### src/rtl/hook_pkg.sv
// Shared definitions for the hook motion controller and the hook renderer:
// state encoding, datapath widths and default motion bounds.
package hook_pkg;

   localparam int DEG_W   = 9;
   localparam int LEN_W   = 10;
   localparam int ARITH_W = 11;   // wide enough that saturation never sees a wrap

   localparam int DEG_MIN         = 20;
   localparam int DEG_MAX         = 160;
   localparam int DEG_STEP        = 2;
   localparam int LEN_MIN         = 10;
   localparam int LEN_MAX         = 255;
   localparam int EXT_STEP        = 4;
   localparam int RET_STEP        = 4;
   localparam int RET_STEP_LOADED = 1;

   typedef enum logic [1:0] {
      S_SWING   = 2'b00,
      S_EXTEND  = 2'b01,
      S_RETRACT = 2'b10
   } state_e;

   // Loaded retract step for a weighted item: heavier items reel in slower, never stall.
   function automatic logic [ARITH_W-1:0] weighted_step(input logic [1:0] w);
      logic [ARITH_W-1:0] s;
      s = ARITH_W'(RET_STEP) >> w;
      return (s == '0) ? ARITH_W'(1) : s;
   endfunction

endpackage

### src/rtl/hook_motion_ctrl_if.sv
// Bus between the frame/launch source (master) and hook_motion_ctrl (slave).
// The weight input only exists when HOOK_WEIGHT_EN is defined.
interface hook_motion_ctrl_if;
   import hook_pkg::*;

   logic             tick;
   logic             fire;
   logic             grab;
   logic             draw_done;
`ifdef HOOK_WEIGHT_EN
   logic [1:0]       weight;
`endif
   logic [DEG_W-1:0] degree;
   logic [LEN_W-1:0] length;
   logic             draw_start;
   logic             busy;
   state_e           state;
   logic             loaded;
   logic             caught;
   logic             frame_miss;

   modport master (
`ifdef HOOK_WEIGHT_EN
      output weight,
`endif
      output tick, fire, grab, draw_done,
      input  degree, length, draw_start, busy, state, loaded, caught, frame_miss
   );

   modport slave (
`ifdef HOOK_WEIGHT_EN
      input  weight,
`endif
      input  tick, fire, grab, draw_done,
      output degree, length, draw_start, busy, state, loaded, caught, frame_miss
   );

endinterface

### src/rtl/hook_sat_step.sv
// Combinational saturating step: moves val_i by step_i up or down and clamps
// to [lo_i, hi_i]. hit_o flags that the result landed on the bound.
module hook_sat_step
   import hook_pkg::*;
(
   input  logic [ARITH_W-1:0] val_i,
   input  logic [ARITH_W-1:0] step_i,
   input  logic [ARITH_W-1:0] lo_i,
   input  logic [ARITH_W-1:0] hi_i,
   input  logic               up_i,
   output logic [ARITH_W-1:0] res_o,
   output logic               hit_o
);

   // Compare before subtracting so a small value never underflows.
   always_comb begin
      res_o = val_i;
      hit_o = 1'b0;
      if (up_i) begin
         if (val_i + step_i >= hi_i) begin
            res_o = hi_i;
            hit_o = 1'b1;
         end else begin
            res_o = val_i + step_i;
         end
      end else begin
         if (val_i <= lo_i + step_i) begin
            res_o = lo_i;
            hit_o = 1'b1;
         end else begin
            res_o = val_i - step_i;
         end
      end
   end

endmodule

### src/rtl/hook_motion_ctrl.sv
// Hook motion controller: per accepted frame tick advances swing angle or rope
// length, then launches one redraw and waits for draw_done.
// Optional build macro HOOK_WEIGHT_EN: item weight slows the loaded retract.
module hook_motion_ctrl
   import hook_pkg::*;
(
   input logic               clock,
   input logic               resetn,
   hook_motion_ctrl_if.slave bus
);

   state_e             state_q, state_d;
   logic [DEG_W-1:0]   degree_q, degree_d;
   logic [LEN_W-1:0]   length_q, length_d;
   logic               dir_q, dir_d;          // 1 = degree increasing
   logic               busy_q, busy_d;
   logic               draw_start_q, draw_start_d;
   logic               loaded_q, loaded_d;
   logic               caught_q, caught_d;
   logic               frame_miss_q, frame_miss_d;
   logic               fire_pend_q, fire_pend_d;
   logic [ARITH_W-1:0] lstep_q, lstep_d;      // retract step for a loaded hook

   logic               accept;
   logic [ARITH_W-1:0] deg_res, len_res, len_step;
   logic               deg_hit, len_hit;

   assign accept   = bus.tick && !busy_q;
   assign len_step = (state_q == S_EXTEND) ? ARITH_W'(EXT_STEP) :
                     loaded_q ? lstep_q : ARITH_W'(RET_STEP);

   hook_sat_step u_deg_step (
      .val_i (ARITH_W'(degree_q)),
      .step_i(ARITH_W'(DEG_STEP)),
      .lo_i  (ARITH_W'(DEG_MIN)),
      .hi_i  (ARITH_W'(DEG_MAX)),
      .up_i  (dir_q),
      .res_o (deg_res),
      .hit_o (deg_hit)
   );

   hook_sat_step u_len_step (
      .val_i (ARITH_W'(length_q)),
      .step_i(len_step),
      .lo_i  (ARITH_W'(LEN_MIN)),
      .hi_i  (ARITH_W'(LEN_MAX)),
      .up_i  (state_q == S_EXTEND),
      .res_o (len_res),
      .hit_o (len_hit)
   );

   // Next-state: draw handshake, dropped-tick detection and per-state motion.
   always_comb begin
      state_d      = state_q;
      degree_d     = degree_q;
      length_d     = length_q;
      dir_d        = dir_q;
      busy_d       = busy_q;
      loaded_d     = loaded_q;
      lstep_d      = lstep_q;
      draw_start_d = 1'b0;
      caught_d     = 1'b0;
      frame_miss_d = bus.tick && busy_q;
      fire_pend_d  = fire_pend_q || bus.fire;

      if (busy_q && bus.draw_done) busy_d = 1'b0;

      if (accept) begin
         busy_d       = 1'b1;
         draw_start_d = 1'b1;
         fire_pend_d  = 1'b0;
         unique case (state_q)
            S_SWING: begin
               if (fire_pend_q || bus.fire) begin
                  state_d = S_EXTEND;
               end else begin
                  degree_d = deg_res[DEG_W-1:0];
                  if (deg_hit) dir_d = !dir_q;
               end
            end
            S_EXTEND: begin
               if (bus.grab) begin
                  loaded_d = 1'b1;
                  state_d  = S_RETRACT;
`ifdef HOOK_WEIGHT_EN
                  lstep_d  = weighted_step(bus.weight);
`else
                  lstep_d  = ARITH_W'(RET_STEP_LOADED);
`endif
               end else begin
                  length_d = len_res[LEN_W-1:0];
                  if (len_hit) state_d = S_RETRACT;
               end
            end
            S_RETRACT: begin
               length_d = len_res[LEN_W-1:0];
               if (len_hit) begin
                  state_d  = S_SWING;
                  caught_d = loaded_q;
                  loaded_d = 1'b0;
               end
            end
            default: state_d = S_SWING;
         endcase
      end
   end

   // State register with synchronous active-low reset.
   always_ff @(posedge clock) begin
      if (!resetn) begin
         state_q      <= S_SWING;
         degree_q     <= DEG_W'(90);
         length_q     <= LEN_W'(LEN_MIN);
         dir_q        <= 1'b1;
         busy_q       <= 1'b0;
         draw_start_q <= 1'b0;
         loaded_q     <= 1'b0;
         caught_q     <= 1'b0;
         frame_miss_q <= 1'b0;
         fire_pend_q  <= 1'b0;
         lstep_q      <= ARITH_W'(RET_STEP_LOADED);
      end else begin
         state_q      <= state_d;
         degree_q     <= degree_d;
         length_q     <= length_d;
         dir_q        <= dir_d;
         busy_q       <= busy_d;
         draw_start_q <= draw_start_d;
         loaded_q     <= loaded_d;
         caught_q     <= caught_d;
         frame_miss_q <= frame_miss_d;
         fire_pend_q  <= fire_pend_d;
         lstep_q      <= lstep_d;
      end
   end

   assign bus.degree     = degree_q;
   assign bus.length     = length_q;
   assign bus.state      = state_q;
   assign bus.busy       = busy_q;
   assign bus.draw_start = draw_start_q;
   assign bus.loaded     = loaded_q;
   assign bus.caught     = caught_q;
   assign bus.frame_miss = frame_miss_q;

endmodule

### src/flat_wrapper.sv
// flat-port wrapper written by rule: the top's interface ports become plain ports
module hook_motion_ctrl_flat import hook_pkg::*;
  (clock, resetn, bus_tick, bus_fire, bus_grab, bus_draw_done, bus_degree, bus_length, bus_draw_start, bus_busy, bus_state, bus_loaded, bus_caught, bus_frame_miss);
  hook_motion_ctrl_if bus_i ();
  input logic clock;
  input logic resetn;
  input wire logic [$bits(bus_i.tick)-1:0] bus_tick;
  input wire logic [$bits(bus_i.fire)-1:0] bus_fire;
  input wire logic [$bits(bus_i.grab)-1:0] bus_grab;
  input wire logic [$bits(bus_i.draw_done)-1:0] bus_draw_done;
  output wire logic [$bits(bus_i.degree)-1:0] bus_degree;
  output wire logic [$bits(bus_i.length)-1:0] bus_length;
  output wire logic [$bits(bus_i.draw_start)-1:0] bus_draw_start;
  output wire logic [$bits(bus_i.busy)-1:0] bus_busy;
  output wire logic [$bits(bus_i.state)-1:0] bus_state;
  output wire logic [$bits(bus_i.loaded)-1:0] bus_loaded;
  output wire logic [$bits(bus_i.caught)-1:0] bus_caught;
  output wire logic [$bits(bus_i.frame_miss)-1:0] bus_frame_miss;
  assign bus_i.tick = bus_tick;
  assign bus_i.fire = bus_fire;
  assign bus_i.grab = bus_grab;
  assign bus_i.draw_done = bus_draw_done;
  assign bus_degree = bus_i.degree;
  assign bus_length = bus_i.length;
  assign bus_draw_start = bus_i.draw_start;
  assign bus_busy = bus_i.busy;
  assign bus_state = bus_i.state;
  assign bus_loaded = bus_i.loaded;
  assign bus_caught = bus_i.caught;
  assign bus_frame_miss = bus_i.frame_miss;
  hook_motion_ctrl u_core (.clock(clock), .resetn(resetn), .bus(bus_i));
endmodule
### config.mk
export PLATFORM = sky130hd
export DESIGN_NAME = hook_motion_ctrl_flat
export DESIGN_NICKNAME = d
export VERILOG_FILES = /design/src/rtl/hook_pkg.sv /design/src/rtl/hook_motion_ctrl_if.sv /design/src/rtl/hook_sat_step.sv /design/src/rtl/hook_motion_ctrl.sv /design/src/flat_wrapper.sv
export SDC_FILE = /design/constraint.sdc
export NUM_CORES = 1
export LEC_CHECK = 0
export BUFFER_PORTS_ARGS = -buffer_cell sky130_fd_sc_hd__buf_2
export CAP_MARGIN = 10
export CORE_ASPECT_RATIO = 1.2
export CORE_UTILIZATION = 35
export CTS_CLUSTER_SIZE = 28
export DETAILED_ROUTE_END_ITERATION = 10
export PLACE_DENSITY = 0.5
export SLEW_MARGIN = 15
export SYNTH_ARGS = -nofsm -noshare
export SYNTH_HDL_FRONTEND = slang
export SYNTH_SLANG_ARGS = --single-unit
export TNS_END_PERCENT = 50
### constraint.sdc
create_clock -name clock -period 4.1 [get_ports clock]
set_input_delay 0.82 -clock clock [delete_from_list [all_inputs] [get_ports clock]]
set_output_delay 0.82 -clock clock [all_outputs]
set_load 0.05 [all_outputs]
* Yosys cells after proc, flatten, opt, wreduce, memory -nomap -nowiden *
Cells that the tools add are included.

storage, ports and cells
  bits in registers = 28
  bits in latches = 0
  memory bits (writable) = 0
  bits in read-only memories = 0
  input bits = 6
  output and inout bits = 26
  word-level logic and storage cells = 71
  memories = 0

cells by class
  add/sub/neg operators = 5
  $mul = 0
  div/mod/pow operators = 0
  magnitude comparators = 4
  eq/ne operators = 7
  shift-type cells = 0
  muxes and demuxes = 27
  bitwise operators = 2
  reductions and logical operators = 16

operators with widths
  kind                     number
  $mux W10                 4
  $mux W9                  3
  $pmux W10 S2             1
  $reduce_and A4 Y1        4
  $add A10 B11 Y11         1
  $add A4 B11 Y11 const A  1
  $ge A11 B8 Y1 const B    1
  $le A10 B11 Y1           1
  $mux W1                  11
  $add A9 B2 Y10 const B   1
  $ge A10 B8 Y1 const B    1
  $sub A10 B10 Y10         1
  $le A9 B5 Y1 const B     1
  $sub A9 B2 Y9 const B    1
  $mux W2                  4
  $mux W3                  2
  $pmux W2 S3              1
  $reduce_and A3 Y1        2
  $ne A2 B1 Y1 const B     2
  $ne A2 B2 Y1 const B     2
  $reduce_bool A2 Y1       2
  $logic_and A1 B1 Y1      3
  $ne A3 B2 Y1 const B     1
  $eq A2 B1 Y1 const B     1
  7 further kinds          9

* Depth between registers and ports, before layout *
Gate-level depths: netlist of the first run.

  depth after elaboration = 9
  mapped depth = 13

* By module *
Synthesis of the first run repeated with hierarchy kept, for this count alone.

unflattened totals
  cell total of the unflattened synthesis = 725
  area total of the unflattened synthesis = 5664.2 um^2

modules (own cells, without submodules)
  module                             times used  cells an instance  area an instance (um^2)
  hook_sat_step (u_core.u_len_step)  1           311                2408.6
  hook_sat_step (u_core.u_deg_step)  1           297                2163.3
  hook_motion_ctrl                   1           117                1092.3

* Worst setup path before layout of the first run *
OpenSTA, ideal clock, no wires.

  path type = register to register
  from = register u_core.state_q[1] (netlist: u_core.bus.state[1])
  to = register u_core.length_q[2] (netlist: u_core.bus.length[2])
  data arrival time = 2.939 ns
  data required time = 4.030 ns
  slack = 1.091 ns
  cell stages (with the launch flop) = 13
  cells stage by stage = dfxtp_1 -> nand2b_1 -> clkbuf_1 -> nand2_1 -> inv_1 -> ha_1 -> ha_1 -> a21oi_1 -> or3_1 -> a211oi_1 -> o21ai_1 -> o21a_1 -> a21oi_1

between the ends
  cells in the longest elaborated chain, start to end = 8

ends and longest elaborated chain
  item                                                 line                                                                    text
  start: declaration                                   hook_motion_ctrl.sv:12                                                  state_e state_q, state_d;
  start signal: assignment                             hook_motion_ctrl.sv:123                                                 state_q <= state_d;
  $eq A2 B1 Y1                                         hook_motion_ctrl.sv:29, hook_motion_ctrl.sv:47, hook_motion_ctrl.sv:72
  $mux W3                                              hook_motion_ctrl.sv:29                                                  assign len_step = (state_q == S_EXTEND) ? ARITH_W'(EXT_STEP) :
  $add A4 B11 Y11 or $add A10 B11 Y11 (tied branches)  hook_sat_step.sv:27, hook_sat_step.sv:20
  $le A10 B11 Y1 or $ge A11 B8 Y1 (tied branches)      hook_sat_step.sv:27, hook_sat_step.sv:20
  $mux W10, on equally long branches                   hook_sat_step.sv:27, hook_sat_step.sv:20
  $mux W10                                             hook_sat_step.sv:19                                                     if (up_i) begin
  $mux W10                                             hook_motion_ctrl.sv:82                                                  if (bus.grab) begin
  $pmux W10 S2                                         hook_motion_ctrl.sv:72                                                  unique case (state_q)
  end signal: assignment                               hook_motion_ctrl.sv:113                                                 length_q <= LEN_W'(LEN_MIN);
  end signal: assignment                               hook_motion_ctrl.sv:125                                                 length_q <= length_d;
  end: declaration                                     hook_motion_ctrl.sv:14                                                  logic [LEN_W-1:0] length_q, length_d;

Parallel ways exist; a longest one is shown, timed or not. The select of a mux whose other input is x is not followed.
A chain may end at the register's enable or synchronous reset.

* Final worst setup path of the first run *
  from = register u_core.state_q[1] (netlist: u_core.bus.state[1])
  to = register u_core.length_q[4] (netlist: u_core.bus.length[4])

Same word-level chain as after synthesis.

==> reports/summary.md, run 1 <==
The flow ran to the end, and the final reports show no timing, DRC or antenna violations. The number of buffers added to fix hold violations after cts was 0; the total nets after synthesis was 269. The tightest hold path in the finished design has a slack of 0.5154 ns. The cell type with the highest aggregate area in the netlist is sky130_fd_sc_hd__dfxtp_1. The initial antenna violation count is 0. Detailed placement finished with a half-perimeter wire length of 3.750 mm.

The floorplan step defined a core boundary enclosing 5334 sq um. For the number of distinct library cell variants in the gate-level netlist after synthesis, the log shows 61. The via density per instance was 5.754.

In this run the worst hold path is classified as flop to flop. The horizontal die dimension came out at 70.20 um. The count of buffer and inverter cells on the critical path came out at 1. The internal power of the cells totals 375.1 uW. The area occupied by multi-input gates was 1295 sq um; the clock share of power was 27.8%. The synthesis-to-finish area growth works out to 10.06%. The run gives 4.30 ns as the critical path required time. The largest single stage delay on the critical path is 0.45 ns. Traced cell by cell, the critical path runs through nand2b_1 > nand2_1 > inv_1 > ha_1 > ha_1 > a21oi_1 > or3_1 > a211oi_1 > o21ai_1 > o21a_1 > a31oi_1.

The tools report the sequential share of power as 50.5%. The number of antenna cells inserted came out at 0. Max-cap violations in this run came to 0.

Number of CTS-inserted buffers: 3. Across the routed clock network, the largest skew measured is 0.005498 ns. The startpoint of the worst hold path is u_core.bus.busy. The fraction of final layout cells sized beyond drive strength 1 is 16.91%, and the post-route antenna net violation count is 0. The congestion estimate from routability-driven global placement came to 0.8498. The via count of the first global-routing pass is 1,735. The category of cells accounting for the largest share of critical-path delay is compound AO/OA/AOI/OAI gates. For this design the total switching power over the nets is 181.2 uW. Setup repair after global routing left no endpoint under its margin.

The chip height is 83.83 um, and the largest net degree at the start of global routing is 20. After filler insertion, the fill cell instance count of the layout stands at 579. The tools report the maximum clock insertion buffer count as 2.

Buffers added to address setup during post-CTS repair amount to 0. The class of the most critical setup path was flop to flop. The worst pin sits at a relative slew slack of 46.74%. Setup violations remaining at the end of the flow were counted as 0.

Final worst-path cycle share: 74.90%. Registers take 540.5 sq um. The cell type of the slowest stage on the worst timing path is sky130_fd_sc_hd__dfxtp_1. During synthesis, Yosys emitted a total of 0 warnings. The H-tree depth reported by CTS was 1. The fraction of post-synthesis cell area in the top cell type by area is 27.67%, and the violation count after the first detailed-route iteration is 76. Across all layers, the routed design uses 1,922 vias.

After detailed routing, the number of remaining DRC violations is 0. Once the floorplan was initialized, standard cells occupied 36.62% of the core. After technology mapping, the gate count stands at 255. STA classifies the critical path startpoint as a flop. The run gives 27 as the TritonCTS sink count. In the synthesized netlist the async set-or-reset flop fraction comes to 0%. For this block, the routed nets add up to 5.090 mm of wire. For the pin with the worst max-slew slack, the measured transition is 0.7973 ns. Clock tree synthesis selected as its root buffer the cell sky130_fd_sc_hd__clkbuf_8. Endpoint of the worst-slack reg-to-reg timing path: u_core.bus.length[4]. STA classifies the critical path endpoint as a flop.

The die footprint was 5884 sq um; the peak fanout along the critical path was 12. The startpoint identified for the worst register-to-register timing path is u_core.bus.state[1]. The setup slack of the worst register-to-register path is 1.03 ns. For this design the static power due to leakage is 0.8619 nW. The logs give 0 ns for the sum of negative setup slack and 3.27 ns for the data arrival time of the critical path. Along the worst hold path, the cell count comes to 2. The flop and latch count out of synthesis is 27, and the number of rows created at floorplan is 29. Counting I/O delays and the setup requirement, the final critical path takes 3.071 ns. The number of cells traversed by the worst register-to-register path was 11; the number of nets in the final layout was 287.

The final routed wire length divided by cell count works out to 15.24 um. The length of the first detailed-routing pass in iterations was 4; the mean cell area of the mapped netlist was 7.659 sq um. For the post-synthesis sequential area ratio, the log shows 27.67%. The proportion of total power due to net switching is 32.58%, and the post-cts resize count is 0. The tools report the final number of hold-violating endpoints as 0. End point of the most critical hold path: u_core.bus.busy. Summed over all layers, the global routing overflow is 0. Overall power consumption after layout is estimated at 556.3 uW.

The maximum ir drop on the vdd rail is 0.1106 mV. The path length in cells of the critical path is 11. The combinational share of power was 21.7%; the area of the mapped netlist was 1953 sq um. The first global-routing pass estimated 8.480 mm of wire. The total of buffers placed on input and output ports is 30. For this run, the total global-route usage over all layers was measured as 17.84%. Clock-pin slew was measured on the worst setup and hold paths at 0.10 ns. The number of max-slew violations in the final report was 0. TritonCTS built the clock tree.

Sorting the synthesized cells by area gives the leading types as sky130_fd_sc_hd__dfxtp_1 28%, sky130_fd_sc_hd__a21oi_1 6.1%, sky130_fd_sc_hd__ha_1 5.1%. Most common cell after layout, fill and taps aside: sky130_fd_sc_hd__buf_2. The most used flip-flop cell after synthesis was sky130_fd_sc_hd__dfxtp_1. The cell that appears most often on the critical path is sky130_fd_sc_hd__ha_1. The clock latency of the later-clocked register in the worst-skew pair is 0.27 ns, and the power per cell area is 258.8 nW/um^2.

For the highest attainable clock frequency, the log shows 325.7 MHz. In the layout the commonest cells are 30 x sky130_fd_sc_hd__buf_2, 27 x sky130_fd_sc_hd__dfxtp_1, 24 x sky130_fd_sc_hd__a21oi_1. Yosys mapped a number of flops with a built-in enable equal to 0. 32 I/O pins were placed.
-- area by class of cell --
class	count	share of cell area (%)
clock buffer	3	1.921
multi-input combinational	201	60.24
sequential	27	25.15
inverter	10	1.746
timing repair buffer	30	6.985
tap	62	3.609
clock inverter	1	0.3492
-- sequential cells by signal, indices dropped and copies added, names as in the netlist --
name and count:
u_core.bus.draw_start 1, u_core.fire_pend_q 1, u_core.bus.frame_miss 1, u_core.bus.caught 1
u_core.bus.state 2, u_core.dir_q 1, u_core.bus.length 10, u_core.bus.busy 1
u_core.bus.degree 8, u_core.bus.loaded 1
-- per-stage QoR --
stage                     cells  cell area (sq um)  setup slack (ns)  utilization [%]
after global placement      330               2101             1.160            39.39
after detailed placement    330               2101             1.058            39.39
after CTS                   334               2150             1.018            40.30
after global routing        334               2150            0.6671            40.30
final                       334               2150             1.029            40.30
after floorplan             255               1953             1.091                -
-- power groups by stage --
stage	Combinational (mW)	Clock (mW)	Sequential [mW]
2_1_floorplan	0.0768	0	0.305
3_3_place_gp	0.121	0	0.287
3_5_place_dp	0.121	0	0.287
4_1_cts	0.121	0.166	0.281
5_1_grt	0.131	0.180	0.283
6_report	0.121	0.155	0.281
-- routing by layer --
layer	share of wire (%)	track usage [%]	routed length, um	up-vias
li1	-	-	-	984
met1	45	22.61	2271	898
met2	52	31.56	2647	38
met3	2.8	1.812	140	2
met4	0.59	5.273	30	0
met5	0	0	0	-
-- how the worst max path moves through the flow --
stage          slack (ns)           startpoint                   end
3_5_place_dp         1.06  u_core.bus.state[1]  u_core.bus.length[4]
6_report             1.03  u_core.bus.state[1]  u_core.bus.length[4]
2_1_floorplan        1.09  u_core.bus.state[1]  u_core.bus.length[2]
3_3_place_gp         1.16  u_core.bus.state[1]  u_core.bus.length[2]
4_1_cts              1.02  u_core.bus.state[1]  u_core.bus.length[4]
5_1_grt              0.67  u_core.bus.state[1]  u_core.bus.length[4]
-- Yosys cell counts, types with 3 or more instances --
cell                       count
sky130_fd_sc_hd__clkbuf_1     11
sky130_fd_sc_hd__nor2_1       15
sky130_fd_sc_hd__buf_2         4
sky130_fd_sc_hd__inv_1         9
sky130_fd_sc_hd__or3_1         6
sky130_fd_sc_hd__and3_1        4
sky130_fd_sc_hd__nand3_1       8
sky130_fd_sc_hd__nand4_1       3
sky130_fd_sc_hd__a31oi_1       4
sky130_fd_sc_hd__xnor2_1       4
sky130_fd_sc_hd__a21oi_1      24
sky130_fd_sc_hd__o21ai_1       3
sky130_fd_sc_hd__o21ai_0      20
sky130_fd_sc_hd__nor3_1       10
sky130_fd_sc_hd__o31ai_1       4
sky130_fd_sc_hd__nor2b_1       7
sky130_fd_sc_hd__dfxtp_1      27
sky130_fd_sc_hd__nand2_1      17
sky130_fd_sc_hd__nand2b_1      6
sky130_fd_sc_hd__nor4_1        5
sky130_fd_sc_hd__ha_1          8
sky130_fd_sc_hd__a21o_1        4
sky130_fd_sc_hd__o21a_1        6
-- worst min-delay path, stage by stage, from the launching register on --
cell	delay, ns
sky130_fd_sc_hd__dfxtp_1	0.35
sky130_fd_sc_hd__nand2b_1	0.07
sky130_fd_sc_hd__a21oi_1	0.06
-- kinds of logic (layout without fill, tap and decap cells) --
logic type	Yosys count	in the layout	synth area share (%)
AND/OR/NAND/NOR	97	97	28.06
AO/OA/AOI/OAI	89	89	30.05
flip-flops	27	27	27.67
buffers and inverters	27	44	6.022
adder cells (fa/ha/maj)	8	8	5.125
XOR/XNOR	4	4	1.794
multiplexers	2	2	1.089
other	1	1	0.1920
(Power assumes the default switching activity.)
==> run 2: changes to the inputs <==
--- a/config.mk
+++ b/config.mk
@@ -5,13 +5,14 @@
 export SDC_FILE = /design/constraint.sdc
 export NUM_CORES = 1
 export LEC_CHECK = 0
+export ABC_AREA = 1
 export BUFFER_PORTS_ARGS = -buffer_cell sky130_fd_sc_hd__buf_2
 export CAP_MARGIN = 10
 export CORE_ASPECT_RATIO = 1.2
 export CORE_UTILIZATION = 35
 export CTS_CLUSTER_SIZE = 28
 export DETAILED_ROUTE_END_ITERATION = 10
-export PLACE_DENSITY = 0.5
+export PLACE_DENSITY = 0.49
 export SLEW_MARGIN = 15
 export SYNTH_ARGS = -nofsm -noshare
 export SYNTH_HDL_FRONTEND = slang
==> constraint.sdc (replaced) <==
create_clock -name clock -period 3 [get_ports clock]
set_input_delay 0.6 -clock clock [delete_from_list [all_inputs] [get_ports clock]]
set_output_delay 0.6 -clock clock [all_outputs]
set_load 0.05 [all_outputs]
==> run 2 against run 1 <==
Effect of this change:
- setup slack worse by 0.34 ns
- flip-flop and latch count stayed put
- total power up 100%
- largest power group is now combinational logic
- first-iteration DRC count fell by 7.9%
- sequential power is 53% higher
- critical endpoint is now u_core.bus.length[1]
- critical path type unchanged
- non-clock buffer count is 2 higher
- sequential share of layout area down 2.2 points
- global-route usage is 0.40 points higher
- largest cell class unchanged
- critical path depth rose by 6
- via count increased by 8.6%
- die area rose by 8.1%
- clock-buffer cell count unchanged
==> reports/summary.md, run 2 <==
The run finished with clean final reports. Registers are responsible for 38.5% of the overall power. The worst setup path startpoint was u_core.bus.state[1]. Summed over all nets, the switching power comes to 502.9 uW.

The internal cell power was 616.1 uW. The tools report the number of buffers inserted to repair setup after CTS as 0. TritonCTS built the clock tree. STA puts the critical path data required time at 3.16 ns.

The peak fanout along the critical path works out to 7. In this design, the critical path's most frequently occurring cell is sky130_fd_sc_hd__nand2_1. The starting density of the core is 36.84%. The synthesized design contains 27 register bits. Data on the critical path arrives at its endpoint at 2.47 ns. The number of buffers added to fix hold violations after cts is 0, and the post-cts resize count is 0. The proportion of total power due to net switching was 44.94%.

The die covers 6361 sq um. Number of max-slew violations in the final report: 0. In this run the cell area measured after placement is 2303 sq um. Counting every instance in the synthesized netlist gives 322. The total track usage came out at 18.25%. The met3 wirelength from detailed routing is 129 um. Final hold analysis gives a worst-case slack of 0.4875 ns.

For this run, the number of standard cells in the final layout without fillers is 426. The initial antenna violation count came out at 0. Counting instances in the post-synthesis netlist gives the leading cell types as 70 x sky130_fd_sc_hd__nand2_1, 38 x sky130_fd_sc_hd__inv_1, 30 x sky130_fd_sc_hd__nor2_1, 27 x sky130_fd_sc_hd__dfxtp_1, 20 x sky130_fd_sc_hd__nand3_1. The worst hold path passes through 2 cells. The design area was 2352 sq um. The count of placed standard cells including taps is 422. The die is 87.17 um tall.

Summing every instance area after synthesis gives 2116 sq um. The cell type of the slowest stage on the worst timing path was sky130_fd_sc_hd__ha_1. The time the worst path needs with I/O delays and setup is 2.308 ns.

Summed over all cells, the static leakage comes to 1.108 nW. The via density per instance came out at 4.901. The register with the most flip-flops in the layout has 10 of them. Wire segments on met2 add up to 2.662 mm in the final route.

Counting the buffers created by CTS gives 3. Setup slack of the worst register-to-register path: 0.69 ns. The tightest min-delay check is of the flop to flop type. During placement, the flow inserted port buffers numbering 30. The worst setup path is of the flop to flop kind. The pre-antenna-repair detailed-routing pass consisted of 4 iterations. For the via count, the log shows 2,088.

The number of distinct library cell variants in the gate-level netlist after synthesis was 38; the number of cells traversed by the worst register-to-register path was 17. Walking the worst path, the cells encountered are nor2_4 > nor2_1 > inv_1 > ha_1 > nand2_2 > nand2_2 > nand2_1 > nor2_1 > nand2_1 > nand2_1 > nand2_1 > nand2_1 > nand2_2 > inv_4 > nand3_1 > nand2_1 > o211ai_1. The fraction of final layout cells sized beyond drive strength 1 is 21.97%.

The floorplan step set the die width to 72.98 um. Leaving out fill and tap cells, the most frequent cell in the layout is sky130_fd_sc_hd__nand2_1. For the post-route antenna net violation count, the log shows 0. The master cell of the clock root buffer was sky130_fd_sc_hd__clkbuf_8. The run gives 0 as the number of warnings issued by yosys. The worst setup path is captured at a flop. The floorplan core area was 5743 sq um.

Setup violations remaining at the end of the flow were counted as 0. Clock latency of the later-clocked register in the worst-skew pair: 0.28 ns. The via count of the first global-routing pass was 1,928.

The worst register-to-register path begins at u_core.bus.state[1]. Counting every sink on the clock net gives 27. A synthesized cell averages 6.571 sq um. The maximum clock insertion buffer count was 2. The tools report the clock share of power as 19.8%. The H-tree depth reported by CTS was 1; the final worst-path cycle share was 76.93%. Based on the critical path, the design can be clocked at up to 433.3 MHz.

The library cells used most frequently in the layout, excluding fill and tap cells, are 70 x sky130_fd_sc_hd__nand2_1, 38 x sky130_fd_sc_hd__inv_1, 30 x sky130_fd_sc_hd__nor2_1, 30 x sky130_fd_sc_hd__buf_2, 27 x sky130_fd_sc_hd__dfxtp_1. The final routed wire length divided by cell count was 12.61 um; the stage delay of the slowest cell on the critical path was 0.45 ns. Setup repair after global routing left no endpoint under its margin. The run gives 70 as the violation count after the first detailed-route iteration.

Combinational share of power: 41.8%. sky130_fd_sc_hd__nand2_1 is the most common cell in the netlist. The highest metal layer carrying signal wires in the routed design is met4. Sum of negative setup slack: 0 ns.

Summed over all layers, the routed wires come to 5.373 mm. Summed over all layers, the global routing overflow is 0. The run gives 336 as the total nets after synthesis.

The largest total area in the synthesized netlist belongs to sky130_fd_sc_hd__dfxtp_1. The share of flip-flops with an asynchronous set or reset is 0%. The tools report the endpoint of the worst setup timing path as u_core.bus.length[1].

The tools report the critical path launch point type as a flop. The tools report the HPWL after detailed placement as 4.174 mm. The worst-case IR drop observed on VDD is 0.2420 mV. In this run the biggest area consumer among cell types represents 25.55% of the synthesized area. Ranked by total cell area, the synthesized netlist is headed by sky130_fd_sc_hd__dfxtp_1 26%, sky130_fd_sc_hd__nand2_1 12%, sky130_fd_sc_hd__inv_1 6.7%. In this run the power density over the cells is 475.7 nW/um^2.

The most used flip-flop cell after synthesis is sky130_fd_sc_hd__dfxtp_1. The residual DRC count is 0, and the number of ports placed on the die boundary is 32. Fill cells in the final layout number 645. At the end of the flow, the number of nets in the layout was 361.

The first global-routing pass estimated 8.970 mm of wire. Max-cap violations in this run came to 0. The tools report the number of antenna cells inserted as 0. In this run the critical register-to-register path is captured at u_core.bus.length[1].

The initialized floorplan defines 30 standard-cell rows. The final estimated routing congestion in global placement came out at 0.8441. The worst setup skew after layout is 0.003126 ns, and the synthesis-to-finish area growth is 11.18%. Summing the sequential cell areas from Yosys gives 25.55% of the chip area. The sum of routed wire segments on met1 was 2.525 mm. Entering global routing, the biggest net connects 17 pins. The final number of hold-violating endpoints is 0. Counting flops with a built-in enable in the synthesized netlist gives 0. The clock transition at the registers of the reported paths is 0.10 ns.
## run 2: through the flow
stage               power, mW  util (%)  setup WS (ns)
global placement       0.9131     40.11         0.7232
finish                  1.119     40.96         0.6920
detailed placement     0.9070     40.11         0.7127
CTS                     1.131     40.96         0.6903
floorplan              0.8123         -         0.4407
global route            1.200     40.96         0.3901
## run 2: final cells by class
| cell class | count | area (sq um) | area share (%) |
|---|---|---|---|
| Multi-Input combinational cell | 238 | 1326 | 56.38 |
| Sequential cell | 27 | 540.5 | 22.98 |
| Inverter | 45 | 171.4 | 7.287 |
| Timing Repair Buffer | 32 | 165.2 | 7.021 |
| Tap cell | 80 | 100.1 | 4.255 |
| Clock buffer | 3 | 41.29 | 1.755 |
| Clock inverter | 1 | 7.507 | 0.3191 |
## run 2: logic make-up (layout without fill, tap and decap cells)
kind of cell               Yosys count  count (layout)  synth area share [%]
xor gates and xnor gates            12              12                 4.968
and+or+nand+nor                    159             159                 36.78
DFF                                 27              27                 25.55
adders and majority gates            8               8                 4.731
other                                1               1                0.1772
buffers and inverters               57              81                 11.77
AOI/OAI and AO/OA                   58              58                 16.03
## run 2: routing by layer
layer	track usage, %	vias up
met3	1.852	4
li1	-	1097
met2	32.71	29
met4	6.417	0
met5	0	-
met1	22.43	958
## run 2: worst min-delay path by stage
stage / start / endpoint / slack, ns
2_1_floorplan: u_core.fire_pend_q / u_core.fire_pend_q / 0.50
3_3_place_gp: u_core.bus.busy / u_core.bus.frame_miss / 0.47
3_5_place_dp: u_core.bus.busy / u_core.bus.frame_miss / 0.48
4_1_cts: u_core.bus.busy / u_core.bus.frame_miss / 0.49
5_1_grt: bus_draw_done / u_core.bus.busy / 0.51
6_report: u_core.bus.busy / u_core.bus.frame_miss / 0.49
## run 2: power groups by stage
stage	registers, mW	logic [mW]	clock network, mW
6_report	0.430	0.467	0.221
2_1_floorplan	0.507	0.306	0
5_1_grt	0.436	0.519	0.244
4_1_cts	0.431	0.470	0.230
3_3_place_gp	0.439	0.474	0
3_5_place_dp	0.439	0.468	0
## run 2: critical path: cells and delay by family (launching register included)
kind | cells | cell delay (ns)
AO/OA/AOI/OAI | 1 | 0.07
adder cells (fa/ha/maj) | 1 | 0.45
buffers and inverters | 2 | 0.17
flip-flops | 1 | 0.43
AND/OR/NAND/NOR | 13 | 1.07
==> run 3: changes to the inputs <==
--- a/config.mk
+++ b/config.mk
@@ -12,7 +12,7 @@
 export CORE_UTILIZATION = 35
 export CTS_CLUSTER_SIZE = 28
 export DETAILED_ROUTE_END_ITERATION = 10
-export PLACE_DENSITY = 0.49
+export PLACE_DENSITY = 0.51
 export SLEW_MARGIN = 15
 export SYNTH_ARGS = -nofsm -noshare
 export SYNTH_HDL_FRONTEND = slang
==> constraint.sdc (replaced) <==
create_clock -name clock -period 1.9 [get_ports clock]
set_input_delay 0.38 -clock clock [delete_from_list [all_inputs] [get_ports clock]]
set_output_delay 0.38 -clock clock [all_outputs]
set_load 0.05 [all_outputs]
==> run 3 against run 2 <==
Effect of this change:
- clock skew rose by 0.010 ns
- worst hold slack worse by 0.21 ns
- critical path type unchanged
- sequential power increased by 56%
- the run now ends with setup timing left
- largest power group unchanged
- core utilization increased by 7.6 points
==> reports/summary.md, run 3 (same netlist as run 2, synthesis figures left out) <==
The run finished, with violations left. The checks that failed: setup timing. In the routed design, unresolved DRC markers number 0. The time the worst path needs with I/O delays and setup was 2.023 ns; the clock share of power was 18.0%. Summed over all nets, wire length on met2 after detailed routing comes to 3.034 mm. The root buffer cell chosen for the clock tree is sky130_fd_sc_hd__clkbuf_8. The floorplan core area was 5743 sq um.

The library cells used most frequently in the layout, excluding fill and tap cells, are 65 x sky130_fd_sc_hd__nand2_1, 36 x sky130_fd_sc_hd__buf_4, 32 x sky130_fd_sc_hd__inv_1. Once placement finished, the instance area stood at 2587 sq um. The run gives 1.290 nW as the leakage power. For the wire length after detailed routing, the log shows 5.907 mm. The logs give 0 for the number of max-slew violations in the final report and 494.3 MHz for the highest attainable clock frequency. Once placement completed, the tool counted placed cells totaling 457. The chip height was 87.17 um; the total power of the final layout was 1.988 mW. Global routing used 19.86% of the available tracks across all layers. The final-report setup violation count came out at 12. For the final database, setup skew stands at 0.01343 ns. Timing analysis after detailed placement gives a worst setup slack of -0.2875 ns. In this run the power spent charging and discharging nets is 873.9 uW. The tool flagged a number of max-cap violations equal to 0.

The number of buffers added to fix hold violations after cts came out at 0. The critical path launch point type was a flop. In the final timing run, aggregate negative setup slack is -0.7518 ns. In the final design database the tool counted 397 nets. The critical path required time was 2.10 ns. The register with the most flip-flops in the layout has 10 of them. TritonCTS built the clock tree. The clock latency of the later-clocked register in the worst-skew pair was 0.29 ns. The total of buffers placed on input and output ports was 30.

From left edge to right edge, the die measures 72.98 um. Data arrival time of the critical path: 2.22 ns. In this run the worst path has a maximum fanout of 6. The logs give 6361 sq um for the die footprint and 48.3% for the combinational share of power.

The worst setup path is captured at a flop. For the worst setup slack after layout, the log shows -0.1230 ns. In the detailed route, the total length drawn on met3 is 219 um.

The maximum ir drop on the vdd rail is 0.2973 mV, and the final worst-path cycle share is 106.5%. After filler insertion, the fill cell instance count of the layout stands at 618. In the routed layout, each cell is associated on average with a via count of 4.959. The post-route antenna net violation count is 0, and the synthesis-to-finish area growth is 31.87%.

Area occupied by multi-input gates: 1475 sq um. The finished layout holds 462 standard cells, fillers aside. The worst setup path is of the flop to flop kind. The via count of the first global-routing pass is 2,192, and the HPWL after detailed placement is 4.585 mm. The post-route netlist has 36.65% of its cells at a drive strength greater than 1.

The via count came out at 2,291. For this run the aggregate overflow at the end of global routing stands at 0. The number of clock buffers added by TritonCTS is 3.

After clock tree synthesis, the clock-pin slew on the worst setup and hold paths is 0.11 ns. The final number of hold-violating endpoints was 0; the power per cell area was 712.6 nW/um^2. The sequential share of power came out at 33.7%.

The global-route wire length before repair was 9.818 mm. The H-tree depth reported by CTS was 1; the sum of routed wire segments on met1 was 2.570 mm. After the first detailed-routing iteration, the DRC count stood at 78. For this design, the sink count on the clock tree is 27. In this run the deepest clock path goes through 2 buffers.

In this run the worst hold path is classified as primary input to flop. The final routed wire length divided by cell count is 12.79 um, and the length of the first detailed-routing pass in iterations is 7. Largest net degree at the start of global routing: 17. Setup repair after global routing could not meet its margin everywhere. The internal power of the cells totals 1.114 mW. Once the floorplan was initialized, standard cells occupied 36.84% of the core.

The tools report the initial antenna violation count as 0. For this design the top-level I/O count stands at 32. The most common cell after layout, fill and taps aside is sky130_fd_sc_hd__nand2_1. The top routing layer in use was met4. The design area was 2790 sq um. In the final layout, flip-flops and latches occupy 549.3 sq um.

In this run switching power makes up 43.95% of total power. 0 antenna diodes ended up in the layout. The floorplan has 30 rows. Routability-driven placement finished with a final weighted congestion of 0.8305.
[run 3: through the flow]
| step | util, % | hold WS (ns) |
|---|---|---|
| floorplan | - | 0.4941 |
| global route | 48.58 | 0.2797 |
| finish | 48.58 | 0.2748 |
| detailed placement | 45.05 | 0.4825 |
| CTS | 47.28 | 0.2676 |
| global placement | 45.05 | 0.4752 |
[run 3: path summary, 6_finish.rpt]
path / start / to / slack [ns] / cells after the start
setup / recovery: u_core.bus.state[0] / u_core.bus.loaded / -0.12 / 15
hold / removal: bus_draw_done / u_core.bus.busy / 0.27 / 2
setup reg to reg: u_core.bus.state[0] / u_core.bus.loaded / -0.12 / 15
hold reg to reg: u_core.bus.busy / u_core.bus.frame_miss / 0.49 / 2
[run 3: what timing repair did]
item                                    CTS  global route
pin swaps                                16            16
buffers inserted                          1             0
gates resized for setup                  20            17
endpoints found under the setup margin   14            14
[run 3: per-layer routing]
layer | vias to the layer above | global-route usage [%]
li1 | 1166 | -
met1 | 1052 | 23.72
met2 | 66 | 35.94
met3 | 7 | 2.315
met4 | 0 | 7.487
met5 | - | 0
[run 3: area by class of cell]
type	instances	share of cell area (%)
inverter	45	6.233
sequential	27	19.69
timing repair buffer	68	15.87
tap	80	3.587
multi-input combinational	238	52.87
clock inverter	1	0.2691
clock buffer	3	1.480
[run 3: power groups by stage]
stage / Clock, mW / Combinational (mW) / Sequential, mW
after floorplan: 0 / 0.499 / 0.803
after global placement: 0 / 0.890 / 0.681
after detailed placement: 0 / 0.888 / 0.679
after CTS: 0.375 / 0.930 / 0.669
after global routing: 0.392 / 1.05 / 0.677
final: 0.357 / 0.961 / 0.670
[run 3: critical path: stages, from the launching register on]
cell and delay [ns]:
sky130_fd_sc_hd__dfxtp_4 0.36, sky130_fd_sc_hd__inv_2 0.04, sky130_fd_sc_hd__nor2_4 0.16, sky130_fd_sc_hd__nor2_4 0.06, sky130_fd_sc_hd__inv_2 0.06, sky130_fd_sc_hd__ha_4 0.22
sky130_fd_sc_hd__inv_2 0.08, sky130_fd_sc_hd__nand2_2 0.06, sky130_fd_sc_hd__o211ai_1 0.25, sky130_fd_sc_hd__nand3_2 0.15, sky130_fd_sc_hd__inv_2 0.10, sky130_fd_sc_hd__nand2_2 0.07
sky130_fd_sc_hd__a21oi_2 0.15, sky130_fd_sc_hd__nand2_1 0.06, sky130_fd_sc_hd__nand2_1 0.06, sky130_fd_sc_hd__nor2_1 0.04
